## src/rtl/rst_seq_gen.sv

```systemverilog
// Synchronises the board reset and releases NUM_RST reset domains in a fixed staged order, then emits a heartbeat tick.
// Latency: bit i is released SYNC_STAGES+POR_CYCLES+i*STAGE_CYCLES clocks after rst_n rises; all outputs are registered.
// Backpressure: none. A sw_rst request restarts the release sequence, and it is held in POR_WAIT while sw_rst stays high.
module rst_seq_gen #(
   parameter int NUM_RST      = 4,
   parameter int SYNC_STAGES  = 2,
   parameter int POR_CYCLES   = 100,
   parameter int STAGE_CYCLES = 16,
   parameter int TICK_DIV     = 50
) (
   input  logic               clk,
   input  logic               rst_n,
   input  logic               sw_rst,
   output logic [NUM_RST-1:0] rst_n_out,
   output logic               seq_done,
   output logic               tick
);

   localparam int MAX_AB = (POR_CYCLES > STAGE_CYCLES) ? POR_CYCLES : STAGE_CYCLES;
   localparam int MAX_C  = (MAX_AB > TICK_DIV) ? MAX_AB : TICK_DIV;
   localparam int CW     = $clog2(MAX_C) + 1;
   localparam int IW     = (NUM_RST > 1) ? $clog2(NUM_RST) : 1;

   localparam logic [CW-1:0] POR_TC   = CW'(POR_CYCLES - 1);
   localparam logic [CW-1:0] STG_TC   = CW'(STAGE_CYCLES - 1);
   localparam logic [CW-1:0] TICK_TC  = CW'(TICK_DIV - 1);
   localparam logic [IW-1:0] IDX_LAST = IW'(NUM_RST - 1);

   typedef enum logic [1:0] {
      HOLD     = 2'd0,
      POR_WAIT = 2'd1,
      RELEASE  = 2'd2,
      DONE     = 2'd3
   } state_t;

   state_t             state, state_nxt;
   logic [CW-1:0]      cnt, cnt_nxt;
   logic [CW-1:0]      tick_cnt, tick_cnt_nxt;
   logic [IW-1:0]      idx, idx_nxt;
   logic [NUM_RST-1:0] rst_nxt;
   logic               done_nxt;
   logic               tick_nxt;
   logic [CW-1:0]      por_cnt;
   logic [SYNC_STAGES-1:0] sync;
   logic               sync_out;

   assign sync_out = sync[SYNC_STAGES-1];

   // The HOLD->POR_WAIT edge counts as the first POR cycle, so HOLD is treated as count 0.
   assign por_cnt = (state == HOLD) ? '0 : cnt;

   // Reset-deassert synchroniser: a constant 1 shifts in after rst_n releases.
   always_ff @(posedge clk or negedge rst_n) begin
      if (!rst_n) begin
         sync <= '0;
      end else begin
         sync <= {sync[SYNC_STAGES-2:0], 1'b1};
      end
   end

   // State, counter and registered output flops.
   always_ff @(posedge clk or negedge rst_n) begin
      if (!rst_n) begin
         state     <= HOLD;
         cnt       <= '0;
         tick_cnt  <= '0;
         idx       <= '0;
         rst_n_out <= '0;
         seq_done  <= 1'b0;
         tick      <= 1'b0;
      end else begin
         state     <= state_nxt;
         cnt       <= cnt_nxt;
         tick_cnt  <= tick_cnt_nxt;
         idx       <= idx_nxt;
         rst_n_out <= rst_nxt;
         seq_done  <= done_nxt;
         tick      <= tick_nxt;
      end
   end

   // Next-state and next-output logic; sw_rst overrides everything outside HOLD.
   always_comb begin
      state_nxt    = state;
      cnt_nxt      = cnt;
      tick_cnt_nxt = tick_cnt;
      idx_nxt      = idx;
      rst_nxt      = rst_n_out;
      done_nxt     = seq_done;
      tick_nxt     = 1'b0;

      case (state)
         HOLD, POR_WAIT: begin
            if ((state == POR_WAIT) || sync_out) begin
               if (por_cnt == POR_TC) begin
                  rst_nxt[0] = 1'b1;
                  cnt_nxt    = '0;
                  if (NUM_RST == 1) begin
                     state_nxt    = DONE;
                     done_nxt     = 1'b1;
                     tick_cnt_nxt = '0;
                  end else begin
                     state_nxt = RELEASE;
                     idx_nxt   = IW'(1);
                  end
               end else begin
                  cnt_nxt   = por_cnt + CW'(1);
                  state_nxt = POR_WAIT;
               end
            end
         end
         RELEASE: begin
            if (cnt == STG_TC) begin
               cnt_nxt = '0;
               for (int i = 0; i < NUM_RST; i++) begin
                  if (IW'(i) == idx) begin
                     rst_nxt[i] = 1'b1;
                  end
               end
               if (idx == IDX_LAST) begin
                  state_nxt    = DONE;
                  done_nxt     = 1'b1;
                  tick_cnt_nxt = '0;
               end else begin
                  idx_nxt = idx + IW'(1);
               end
            end else begin
               cnt_nxt = cnt + CW'(1);
            end
         end
         DONE: begin
            if (tick_cnt == TICK_TC) begin
               tick_cnt_nxt = '0;
               tick_nxt     = 1'b1;
            end else begin
               tick_cnt_nxt = tick_cnt + CW'(1);
            end
         end
         default: begin
            state_nxt = HOLD;
         end
      endcase

      if (sw_rst && (state != HOLD)) begin
         state_nxt    = POR_WAIT;
         cnt_nxt      = '0;
         tick_cnt_nxt = '0;
         idx_nxt      = '0;
         rst_nxt      = '0;
         done_nxt     = 1'b0;
         tick_nxt     = 1'b0;
      end
   end

endmodule

```

## config.mk

```make
export PLATFORM = sky130hd
export DESIGN_NAME = rst_seq_gen
export DESIGN_NICKNAME = d
export VERILOG_FILES = /design/src/rtl/rst_seq_gen.sv
export SDC_FILE = /design/constraint.sdc
export NUM_CORES = 1
export LEC_CHECK = 0
export ABC_AREA = 0
export CORE_ASPECT_RATIO = 0.6
export CORE_UTILIZATION = 35
export DETAILED_ROUTE_END_ITERATION = 8
export SYNTH_ARGS = -nofsm -noshare
export SYNTH_HDL_FRONTEND = slang
export SYNTH_SLANG_ARGS = --single-unit
```

## constraint.sdc

```tcl
create_clock -name clk -period 1.9 [get_ports clk]
set_input_delay 0.38 -clock clk [delete_from_list [all_inputs] [get_ports clk]]
set_output_delay 0.38 -clock clk [all_outputs]
set_load 0.1 [all_outputs]
```

### Word-level counts from Yosys, hierarchy flattened

Cells that the tools add are included.
Widths: inputs -> output; s select.

| cells by class | value |
|---|---|
| $add $sub $neg | 4 |
| eq/ne operators | 16 |
| multiplexer cells | 40 |
| reduce and logical (&&, ||, !) cells | 23 |

Operator list:

| operator | number |
|---|---|
| $mux 8 | 9 |
| $pmux 8 s2 | 2 |
| $add 8x1->8 const B | 3 |
| $mux 2 | 10 |
| $ne 3x3->1 const B | 6 |
| $reduce_and 3->1 | 5 |
| $reduce_bool 2->1 | 7 |
| $mux 1 | 13 |
| $reduce_and 5->1 | 2 |
| $eq 8x4->1 const B | 1 |
| $eq 8x6->1 const B | 1 |
| $eq 8x7->1 const B | 1 |
| $mux 4 | 2 |
| $pmux 2 s2 | 2 |
| $eq 2x2->1 const B | 3 |
| $reduce_bool 3->1 | 2 |
| $eq 2x2->1 const A | 2 |
| $logic_not 2->1 | 2 |
| $reduce_and 4->1 | 1 |
| $mux 3 | 1 |
| $add 2x1->2 const B | 1 |
| $eq 1x2->1 const A | 1 |
| $eq 2x1->1 const B | 1 |
| $pmux 1 s2 | 1 |
| other kinds (4) | 4 |

| storage, ports and cells | value |
|---|---|
| register bits | 28 |
| input bits | 3 |
| logic and storage cells | 94 |

### Longest topological paths before layout

Gate-level depths: netlist (run 1).

| depth | value |
|---|---|
| depth in word-level cells | 7 |
| gate-level depth with buffers | 9 |
| mapped depth without buffers | 7 |

### Worst setup path before layout (run 1)

OpenSTA, ideal clock, no wires.

| path | value |
|---|---|
| path kind | register to register |
| start | register state[0] |
| end | register idx[0] |
| library setup time | 135 ps |
| arrival | 1996 ps |
| data required time | 1765 ps |
| setup slack | -230 ps |
| cell stages (with the launch flop) | 10 |
| path buffers | 2 |
| clock period less this slack | 2130 ps |
| path through | dfrtp_1 -> buf_2 -> clkbuf_1 -> nor2_1 -> nor2b_1 -> ha_1 -> and3_1 -> and2_1 -> o311ai_1 -> o22ai_1 |

| between the ends | value |
|---|---|
| cells in the longest elaborated chain, start to end | 5 |
| elaborated cells between the ends (all ways) | 17 |

Ends and longest elaborated chain:

| element | RTL line | text |
|---|---|---|
| from (decl) | 36 | `state_t state, state_nxt;` |
| from (signal assigned) | 72 | `state <= state_nxt;` |
| $logic_not 2->1 | 50, 92 |  |
| $mux 8 | 50 | `assign por_cnt = (state == HOLD) ? '0 : cnt;` |
| $eq 8x7->1 | 95 | `if (por_cnt == POR_TC) begin` |
| $ne 3x3->1 (no source line) | n/a |  |
| $reduce_and 5->1 (no source line) | n/a |  |
| to (signal assigned) | 75 | `idx <= idx_nxt;` |
| to (decl) | 39 | `logic [IW-1:0] idx, idx_nxt;` |

Parallel ways exist; a longest one is shown, timed or not.
A chain may end at the register's enable or synchronous reset.

### Worst setup path after layout (run 1)

| path | value |
|---|---|
| start | input port sw_rst |
| end | register rst_n_out[0] |

| between the ends | value |
|---|---|
| cells in the longest elaborated chain, start to end | 3 |
| elaborated cells between the ends (all ways) | 8 |

Ends and longest elaborated chain:

| element | RTL line | text |
|---|---|---|
| from (decl) | 13 | `input logic sw_rst,` |
| $logic_and 1x1->1 * | 144 | `if (sw_rst && (state != HOLD)) begin` |
| $ne 3x3->1 (no source line) or $reduce_bool 3->1 (tied branches) | n/a |  |
| $reduce_and 5->1 (no source line) | n/a |  |
| to (signal assigned) | 76 | `rst_n_out <= rst_nxt;` |
| to (decl) | 14 | `output logic [NUM_RST-1:0] rst_n_out,` |

Mark *: on every way between the ends. The rest lies on a longest branch, timed or not.

==> results.py, run 1 <==
metrics = {
    "critical_path": {
        "crit_type": "input port to flip-flop",
        "cp_cell_sequence": "clkdlybuf4s50_1, buf_4, nor2b_2, buf_4, o41ai_4, buf_4, buf_4, a32o_1",
        "worstRegToRegCells": 7,
        "crit_top_cell": "buf_4",
        "crit_family": "buffers and inverters",
        "cp_max_fo": 18,
        "crit_buf_inv": 5,
        "reg2reg_to": "cnt[0]",
        "crit_required_ns": 2.08,
        "reg2reg_from": "cnt[1]",
        "critPathMaxStageDelay_ns": 0.44,
        "critPathCaptureType": "flip-flop",
        "arrival_ns": 2.02,
        "critPathSlowestCell": "clkdlybuf4s50_1",
        "start_kind": "input port",
        "rrSetupSlack_ns": 0.11,
    },
    "global_route": {
        "grt_pass1_vias": 1442,
        "antenna_found_initial": 0,
        "grt_pass1_wl_um": 7600,
        "track_usage": 0.183,
        "grt.overflow.total": 0,
        "grt_max_degree": 29,
    },
    "logic_synthesis": {
        "synth-seq-cells": 27,
        "synth-simple-area-share": 0.252,
        "yosysUniqueCellTypes": 54,
        "yosys_warnings": 0,
        "async_flop_share": 1.00,
        "yosys-top-cells-area": "dfrtp_1, ha_1, and3_1",
        "synthXorXnorAreaFrac": 0.00976,
        "synth_compound_area_frac": 0.249,
        "yosys_most_used_dff": "dfrtp_1",
        "synth.area.mux_share": 0,
        "yosys.area.top_type_share": 0.376,
        "syn_inst": 200,
        "synth-edff-count": 0,
        "synth_top_family_by_area": "simple AND/OR/NAND/NOR gates",
        "ys_seq_area_frac": 0.376,
        "synth.largest_area_cell": "dfrtp_1",
        "syn_area_um2": 1800,
        "synth_nets": 211,
        "synth-adder-area-share": 0.0557,
        "avgSynthCellArea_um2": 8.98,
    },
    "sta": {
        "finClkSkew_ns": 0.00963,
        "setup_slack_ns": 0.0606,
        "rsz0062_at_grt": "false",
        "setup_violations": 0,
        "post-route-period-util": 0.968,
        "hold_viol_final": 0,
        "drv_slew": 0,
        "hold_slack_ns": 0.357,
        "min_period_ns": 1.84,
        "max_freq_mhz": 544,
    },
    "clock_network": {
        "cts.sinks": 27,
        "clk_pin_slew_ns": 0.10,
        "cts_tree": "yes",
        "clk_root_buffer_cell": "clkbuf_8",
        "htreeDepth": 1,
        "cts_buffers": 3,
        "clockBufferDepth": 2,
        "insertion_delay_ns": 0.28,
    },
    "routing": {
        "drc": 0,
        "dr.pass1.iters": 4,
        "routedWlPerCell_um": 15.2,
        "via_per_inst": 5.73,
        "ant_nets": 0,
        "wl_um": 4400,
        "routed-via-count": 1656,
        "drtIter0Drc": 157,
    },
    "place": {
        "gp_congestion": 0.865,
        "pre_cts_ws_ns": -0.154,
        "dp_cells": 283,
        "port-buffer-count": 8,
        "place_hpwl_um": 3260,
        "placedInstanceArea_um2": 2140,
    },
    "finish": {
        "fin_nets": 238,
        "antenna_cells": 0,
        "stdcell_count": 289,
        "syn2layout_area_growth_pct": 24.3,
        "drive_gt1_frac": 0.248,
        "fin_area_um2": 2230,
    },
    "die": {
        "die_height_um": 57.5,
        "die_area_um2": 5430,
        "start_util": 0.378,
        "die_w_um": 94.5,
        "rows": 19,
        "core_area_um2": 4750,
        "ios": 9,
    },
    "hold_path": {
        "min_path_type": "flip-flop to flip-flop",
        "worstHoldEndpoint": "sync[1]",
        "hp-start": "sync[0]",
        "min_path_cells": 0,
    },
    "power": {
        "total_power_mw": 1.31,
        "powerDensity_nw_per_um2": 587,
        "ir_drop_uv": 470,
        "leakage_nw": 0.983,
    },
    "run": {
        "maxCapViolations": 0,
    },
    "run_status": {
        "status": "finished, final reports clean",
    },
}
==> metal layers <==
metal / routed length [um] / part of all wire / global-route usage
met5: 0 / 0 / 0
met4: 10 / 0.0023 / 0.0346
met3: 394 / 0.089 / 0.0440
met2: 1600 / 0.36 / 0.207
met1: 2400 / 0.54 / 0.325
==> power breakdown <==
group | switching, mW | leakage (nW) | internal (mW)
clock | 0.194 | 0.0217 | 0.149
sequential | 0.0391 | 0.363 | 0.605
combinational | 0.161 | 0.599 | 0.162
total | 0.393 | 0.983 | 0.917
==> cell usage after synthesis, types with 2 or more instances <==
master / count
nand2b_1: 6
nor3_1: 7
a22oi_1: 2
inv_1: 7
nor3b_1: 2
nor2b_1: 5
and3_1: 9
and2_1: 2
a311oi_1: 2
nor4_1: 5
o21a_1: 3
o21ai_0: 9
nand4_1: 3
o22ai_1: 6
clkbuf_1: 4
a21oi_1: 10
dfrtp_1: 27
a31oi_1: 6
o221ai_1: 2
nand3b_1: 2
nand3_1: 8
nor2_1: 12
a22o_1: 2
a211o_1: 6
nand2_1: 9
buf_2: 6
ha_1: 8
a31o_2: 2
buf_1: 2
a211oi_1: 2
==> placed cells by master (no fill, tap or decap), types with 2 or more instances in the layout <==
| master | count |
|---|---|
| a211o_1 | 6 |
| a21oi_1 | 10 |
| a22o_1 | 2 |
| a22oi_1 | 2 |
| a311oi_1 | 2 |
| a31o_2 | 2 |
| a31oi_1 | 6 |
| and3_1 | 8 |
| buf_12 | 4 |
| buf_4 | 30 |
| clkbuf_8 | 3 |
| clkdlybuf4s50_1 | 2 |
| dfrtp_1 | 26 |
| ha_1 | 6 |
| ha_2 | 2 |
| inv_1 | 7 |
| nand2_1 | 9 |
| nand2b_1 | 6 |
| nand3_1 | 8 |
| nand3b_1 | 2 |
| nand4_1 | 3 |
| nor2_1 | 11 |
| nor2b_1 | 2 |
| nor2b_2 | 3 |
| nor3_1 | 7 |
| nor3b_1 | 2 |
| nor4_1 | 5 |
| o21a_1 | 3 |
| o21ai_0 | 9 |
| o221ai_1 | 2 |
| o22ai_1 | 6 |
==> worst max path at each step <==
stage | from | to | cells past startpoint
finish | sw_rst | rst_n_out[0] | 8
CTS | state[0] | idx[1] | 7
global placement | sw_rst | tick_cnt[7] | 6
floorplan | state[0] | cnt[0] | 9
global route | sw_rst | rst_n_out[0] | 8
detailed placement | sw_rst | cnt[1] | 6
==> repair_timing <==
action / CTS / global route
hold buffers: 0 / 0
setup endpoints to repair: 0 / 13
buffers inserted: 0 / 2
gates resized for setup: 0 / 11
==> cells by family (layout without fill, tap and decap cells) <==
family,count (synthesis),count (layout)
DFF,27,27
buffers and inverters,21,47
and+or+nand+nor,79,79
AOI/OAI and AO/OA,62,62
adders and majority gates,8,8
other,1,1
xor gates and xnor gates,2,2
==> metrics by stage <==
stage / util / TNS (ns)
finish: 0.469 / 0
global route: 0.469 / 0
CTS: 0.459 / 0
detailed placement: 0.449 / -1.40
global placement: 0.449 / -0.921
floorplan: - / 0
==> sequential cells by signal, summed over array words and instances (netlist names) <==
register / count
cnt: 8
tick_cnt: 8
rst_n_out: 3
idx: 2
state: 2
sync: 2
seq_done: 1
tick: 1
==> layout make-up <==
class	count	area (um2)
clock buffers	3	41.3
clock inverters	1	7.51
fillers	461	2520
inverters	7	26.3
multi-input cells	152	1070
flip-flops and latches	27	677
well taps	63	78.8
repair buffers	36	325
No activity file was read; power rests on OpenSTA's default activity.
==> inputs of run 2 (changes only) <==
--- a/config.mk
+++ b/config.mk
@@ -6,9 +6,12 @@
 export NUM_CORES = 1
 export LEC_CHECK = 0
 export ABC_AREA = 0
+export CELL_PAD_IN_SITES_DETAIL_PLACEMENT = 1
+export CELL_PAD_IN_SITES_GLOBAL_PLACEMENT = 1
 export CORE_ASPECT_RATIO = 0.6
 export CORE_UTILIZATION = 35
 export DETAILED_ROUTE_END_ITERATION = 8
+export PLACE_DENSITY_LB_ADDON = 0.08
 export SYNTH_ARGS = -nofsm -noshare
 export SYNTH_HDL_FRONTEND = slang
 export SYNTH_SLANG_ARGS = --single-unit
==> run 2 against run 1 <==
  * Core utilization rose by 0.63 points
  * Clock power decreased by 2%
  * Critical path type is now flip-flop to flip-flop
  * Combinational power grew 9.0%
  * Sequential cell count is the same
==> results.py, run 2 (synthesis gave the netlist of run 1 again) <==
metrics = {
    "power": {
        "p_comb_frac": 0.264,
        "leakage_nw": 1.01,
        "switchingPower_mw": 0.406,
        "power_frac_clock": 0.251,
        "ir_drop_uv": 276,
        "netSwitchingFraction": 0.305,
        "pwr-share-seq": 0.484,
        "powerDensity_nw_per_um2": 590,
        "intPower_mw": 0.927,
    },
    "clock_network": {
        "cts_buffers": 3,
        "cts.sinks": 27,
        "clk_root_buffer_cell": "clkbuf_8",
        "cts_hold_buf": 0,
        "cts_tree": "yes",
        "clockBufferDepth": 2,
        "htreeDepth": 1,
        "insertion_delay_ns": 0.28,
        "clk_pin_slew_ns": 0.09,
    },
    "global_route": {
        "grt_max_degree": 28,
        "antenna_found_initial": 0,
        "grt_pass1_wl_um": 9530,
        "track_usage": 0.236,
        "grt_pass1_vias": 1746,
        "grt.overflow.total": 0,
    },
    "run_status": {
        "status": "finished, final reports clean",
    },
    "sta": {
        "post-route-period-util": 0.952,
        "min_period_ns": 1.81,
        "finClkSkew_ns": 0.00806,
        "setup_violations": 0,
        "drv_slew": 0,
        "rsz0062_at_grt": "false",
        "max_freq_mhz": 553,
        "hold_viol_final": 0,
        "setup_slack_ns": 0.0911,
        "hold_slack_ns": 0.372,
    },
    "critical_path": {
        "start_kind": "flip-flop",
        "cp_cell_sequence": "ha_2, and4b_1, a311oi_2, or2_4, a211o_1",
        "cp_max_fo": 7,
        "critPathSlowestCell": "dfrtp_1",
        "crit_type": "flip-flop to flip-flop",
        "critPathMaxStageDelay_ns": 0.40,
        "arrival_ns": 1.97,
        "critPathCaptureType": "flip-flop",
        "crit_required_ns": 2.06,
    },
    "routing": {
        "routedWlPerCell_um": 19.4,
        "drc": 0,
        "wl_um": 5740,
        "dr.pass1.iters": 4,
        "via_per_inst": 5.88,
        "drtIter0Drc": 135,
        "routed-via-count": 1739,
        "ant_nets": 0,
    },
    "die": {
        "die_w_um": 94.5,
        "start_util": 0.378,
        "die_area_um2": 5430,
        "ios": 9,
        "core_area_um2": 4750,
        "die_height_um": 57.5,
        "rows": 19,
    },
    "place": {
        "pre_cts_ws_ns": -0.159,
        "port-buffer-count": 8,
        "placedInstanceArea_um2": 2170,
        "gp_congestion": 0.828,
        "place_hpwl_um": 4510,
    },
    "finish": {
        "most-common-layout-cells": "buf_4, dfrtp_1, nor2_1",
        "syn2layout_area_growth_pct": 25.9,
        "drive_gt1_frac": 0.262,
        "fin_nets": 245,
        "final_util": 0.476,
        "fin_area_um2": 2260,
        "fillCellCount": 565,
        "antenna_cells": 0,
        "mostFrequentLayoutCell": "buf_4",
        "reg_top3": "cnt x8, tick_cnt x8, rst_n_out x3",
    },
    "run": {
        "maxCapViolations": 0,
    },
    "hold_path": {
        "min_path_type": "flip-flop to flip-flop",
    },
}
-- run 2: changes by cell type in the layout (fill, tap and decap cells not counted), sizes merged --
cell	delta
buf	+7
clkbuf	+1
clkinvlp	-1
-- run 2: worst paths after layout --
check | start | end | slack, ns | cells past startpoint
worst max-delay path | cnt[1] | tick_cnt[2] | 0.09 | 5
worst min-delay path | sync[0] | sync[1] | 0.37 | 0
worst max register to register | cnt[1] | tick_cnt[2] | 0.09 | 5
worst min register to register | sync[0] | sync[1] | 0.37 | 0
max in group asynchronous | rst_n | tick_cnt[4] | 1.16 | 2
min in group asynchronous | rst_n | rst_n_out[2] | 0.48 | 2
-- run 2: cell type report --
cell class / count / area [um2] / area share
clock buffers: 4 / 45.0 / 0.0199
inverters: 7 / 26.3 / 0.0116
multi-input cells: 152 / 1070 / 0.473
flip-flops and latches: 27 / 676 / 0.299
well taps: 63 / 78.8 / 0.0349
repair buffers: 43 / 365 / 0.162
-- run 2: critical path, delay by kind of cell, from the launching register on --
| family | cells | cell delay (ns) |
|---|---|---|
| AND/OR/NAND/NOR | 2 | 0.61 |
| flip-flops | 1 | 0.40 |
| adder cells (fa/ha/maj) | 1 | 0.24 |
| AO/OA/AOI/OAI | 2 | 0.45 |
-- run 2: per-layer routing --
layer / up-vias / GRT usage / routed length (um)
met4: 0 / 0.0325 / 36
met1: 865 / 0.383 / 2970
met5: - / 0 / 0
met3: 6 / 0.0360 / 436
met2: 47 / 0.330 / 2300
li1: 821 / - / -
-- run 2: power groups by stage --
stage          Combinational [mW]  Clock [mW]  Sequential (mW)
6_report                    0.352       0.335            0.646
5_1_grt                     0.390       0.369            0.654
2_1_floorplan               0.167           0            0.645
3_5_place_dp                0.309           0            0.663
3_3_place_gp                0.287           0            0.661
4_1_cts                     0.337       0.347            0.645
-- run 2: per-stage QoR --
stage,TNS (ns),std cells,power [mW]
floorplan,0,200,0.812
global placement,-0.800,289,0.948
detailed placement,-1.42,289,0.973
CTS,0,294,1.33
global route,0,296,1.41
finish,0,296,1.33
-- run 2: repair_timing --
action,in CTS,in global routing
buffers inserted,1,2
pin swaps,0,3
endpoints found under the setup margin,7,13
gates resized for setup,1,6
==> inputs of run 3 (changes only) <==
--- a/config.mk
+++ b/config.mk
@@ -11,7 +11,8 @@
 export CORE_ASPECT_RATIO = 0.6
 export CORE_UTILIZATION = 35
 export DETAILED_ROUTE_END_ITERATION = 8
-export PLACE_DENSITY_LB_ADDON = 0.08
+export PLACE_DENSITY = 0.67
+export SKIP_CTS_REPAIR_TIMING = 1
 export SYNTH_ARGS = -nofsm -noshare
 export SYNTH_HDL_FRONTEND = slang
 export SYNTH_SLANG_ARGS = --single-unit
==> run 3 against run 2 <==
  * Global-route usage rose by 0.64 points
  * Clock skew increased by 0.0081 ns
  * Critical path depth decreased by 1
  * Combinational power shrank 6.5%
  * Via count fell by 1.2%
  * Wire length grew 2.8%
  * Die area unchanged
  * Sequential share of layout area up 0.31 points
  * Critical path type unchanged
  * Largest power group unchanged
  * Highest routed layer unchanged
==> results.py, run 3 (synthesis gave the netlist of run 1 again) <==
metrics = {
    "critical_path": {
        "critPathCaptureType": "flip-flop",
        "cp_max_fo": 4,
        "reg2reg_to": "idx[1]",
        "cp_cell_sequence": "or3_4, o41ai_4, o311ai_2, a22o_1",
        "rrSetupSlack_ns": 0.06,
        "crit_type": "flip-flop to flip-flop",
        "critPathSlowestCell": "dfrtp_1",
        "critPathMaxStageDelay_ns": 0.45,
        "worstRegToRegCells": 4,
        "reg2reg_from": "cnt[5]",
        "start_kind": "flip-flop",
        "crit_required_ns": 2.07,
        "arrival_ns": 2.01,
    },
    "global_route": {
        "track_usage": 0.242,
        "grt_pass1_vias": 1750,
        "grt.overflow.total": 0,
        "antenna_found_initial": 0,
        "grt_max_degree": 28,
        "grt_pass1_wl_um": 9740,
    },
    "sta": {
        "setup_slack_ns": 0.0596,
        "post-route-period-util": 0.969,
        "max_slew_margin": 0.645,
        "setup_violations": 0,
        "min_period_ns": 1.84,
        "drv_slew": 0,
        "hold_slack_ns": 0.357,
        "final.setup.tns_ns": 0,
        "finClkSkew_ns": 0.0161,
        "hold_viol_final": 0,
        "max_freq_mhz": 543,
        "tightest_slew_ns": 0.528,
    },
    "clock_network": {
        "cts_tree": "yes",
        "clk_root_buffer_cell": "clkbuf_8",
        "cts_buffers": 3,
        "clockBufferDepth": 2,
        "htreeDepth": 1,
        "cts.sinks": 27,
        "clk_pin_slew_ns": 0.11,
        "insertion_delay_ns": 0.29,
    },
    "run": {
        "maxCapViolations": 0,
    },
    "place": {
        "gp_congestion": 0.856,
        "place_hpwl_um": 4550,
        "port-buffer-count": 8,
        "pre_cts_ws_ns": -0.171,
        "dp_cells": 289,
    },
    "hold_path": {
        "min_path_type": "flip-flop to flip-flop",
        "min_path_cells": 0,
        "hp-start": "sync[0]",
        "worstHoldEndpoint": "sync[1]",
    },
    "finish": {
        "most-common-layout-cells": "buf_4, dfrtp_1, nor2_1",
        "ff_latch_area_um2": 677,
        "syn2layout_area_growth_pct": 24.9,
        "multi_input_area_um2": 1060,
        "fin_nets": 243,
        "reg_top3": "cnt x8, tick_cnt x8, rst_n_out x3",
        "drive_gt1_frac": 0.251,
        "mostFrequentLayoutCell": "buf_4",
        "fillCellCount": 569,
        "stdcell_count": 294,
        "antenna_cells": 0,
    },
    "die": {
        "die_height_um": 57.5,
        "die_w_um": 94.5,
        "die_area_um2": 5430,
        "rows": 19,
        "ios": 9,
        "core_area_um2": 4750,
        "start_util": 0.378,
    },
    "routing": {
        "routedWlPerCell_um": 20.1,
        "ant_nets": 0,
        "dr.pass1.iters": 4,
        "wl_um": 5900,
        "via_per_inst": 5.85,
        "drtIter0Drc": 148,
        "drc": 0,
        "routed-via-count": 1719,
    },
    "power": {
        "ir_drop_uv": 302,
        "netSwitchingFraction": 0.312,
        "intPower_mw": 0.916,
        "leakage_nw": 1.00,
        "powerDensity_nw_per_um2": 594,
        "switchingPower_mw": 0.416,
        "p_comb_frac": 0.247,
        "power_frac_clock": 0.264,
        "pwr-share-seq": 0.489,
    },
    "run_status": {
        "status": "finished, final reports clean",
    },
}
==> run 3: power by group through the flow <==
stage | logic [mW] | clock network (mW) | registers [mW]
floorplan | 0.167 | 0 | 0.645
global placement | 0.281 | 0 | 0.655
detailed placement | 0.312 | 0 | 0.661
CTS | 0.313 | 0.360 | 0.649
global route | 0.363 | 0.381 | 0.658
finish | 0.329 | 0.352 | 0.652
==> run 3: worst max-delay path by stage <==
stage	from	slack, ns	end
6_report	cnt[5]	0.06	idx[1]
5_1_grt	state[1]	-0.002	cnt[0]
2_1_floorplan	state[0]	0.02	cnt[0]
3_3_place_gp	sw_rst	-0.10	cnt[7]
4_1_cts	cnt[6]	-0.0003	idx[1]
3_5_place_dp	sw_rst	-0.17	cnt[1]
==> run 3: cell type report <==
cell class	instances	area share
clock buffer	4	0.0201
multi-input combinational	152	0.475
tap	63	0.0352
sequential	27	0.302
inverter	7	0.0117
timing repair buffer	41	0.156
==> run 3: critical path: cells and delay by family (launching register included) <==
| kind | cells | cell delay [ns] |
|---|---|---|
| AOI/OAI and AO/OA | 3 | 0.82 |
| DFF | 1 | 0.45 |
| and+or+nand+nor | 1 | 0.45 |
==> run 3: stage by stage <==
| stage | util | power (mW) | area, um2 |
|---|---|---|---|
| floorplan | - | 0.812 | 1830 |
| detailed placement | 0.456 | 0.973 | 2170 |
| CTS | 0.466 | 1.32 | 2210 |
| global placement | 0.456 | 0.936 | 2170 |
| finish | 0.472 | 1.33 | 2240 |
| global route | 0.472 | 1.40 | 2240 |
==> run 3: metal layers <==
metal  GRT usage  share of wire  vias to the layer above
met5           0              0                        -
met4      0.0606          0.010                        0
met3      0.0333          0.062                        4
met2       0.343           0.41                       42
met1       0.384           0.52                      857
li1            -              -                      816
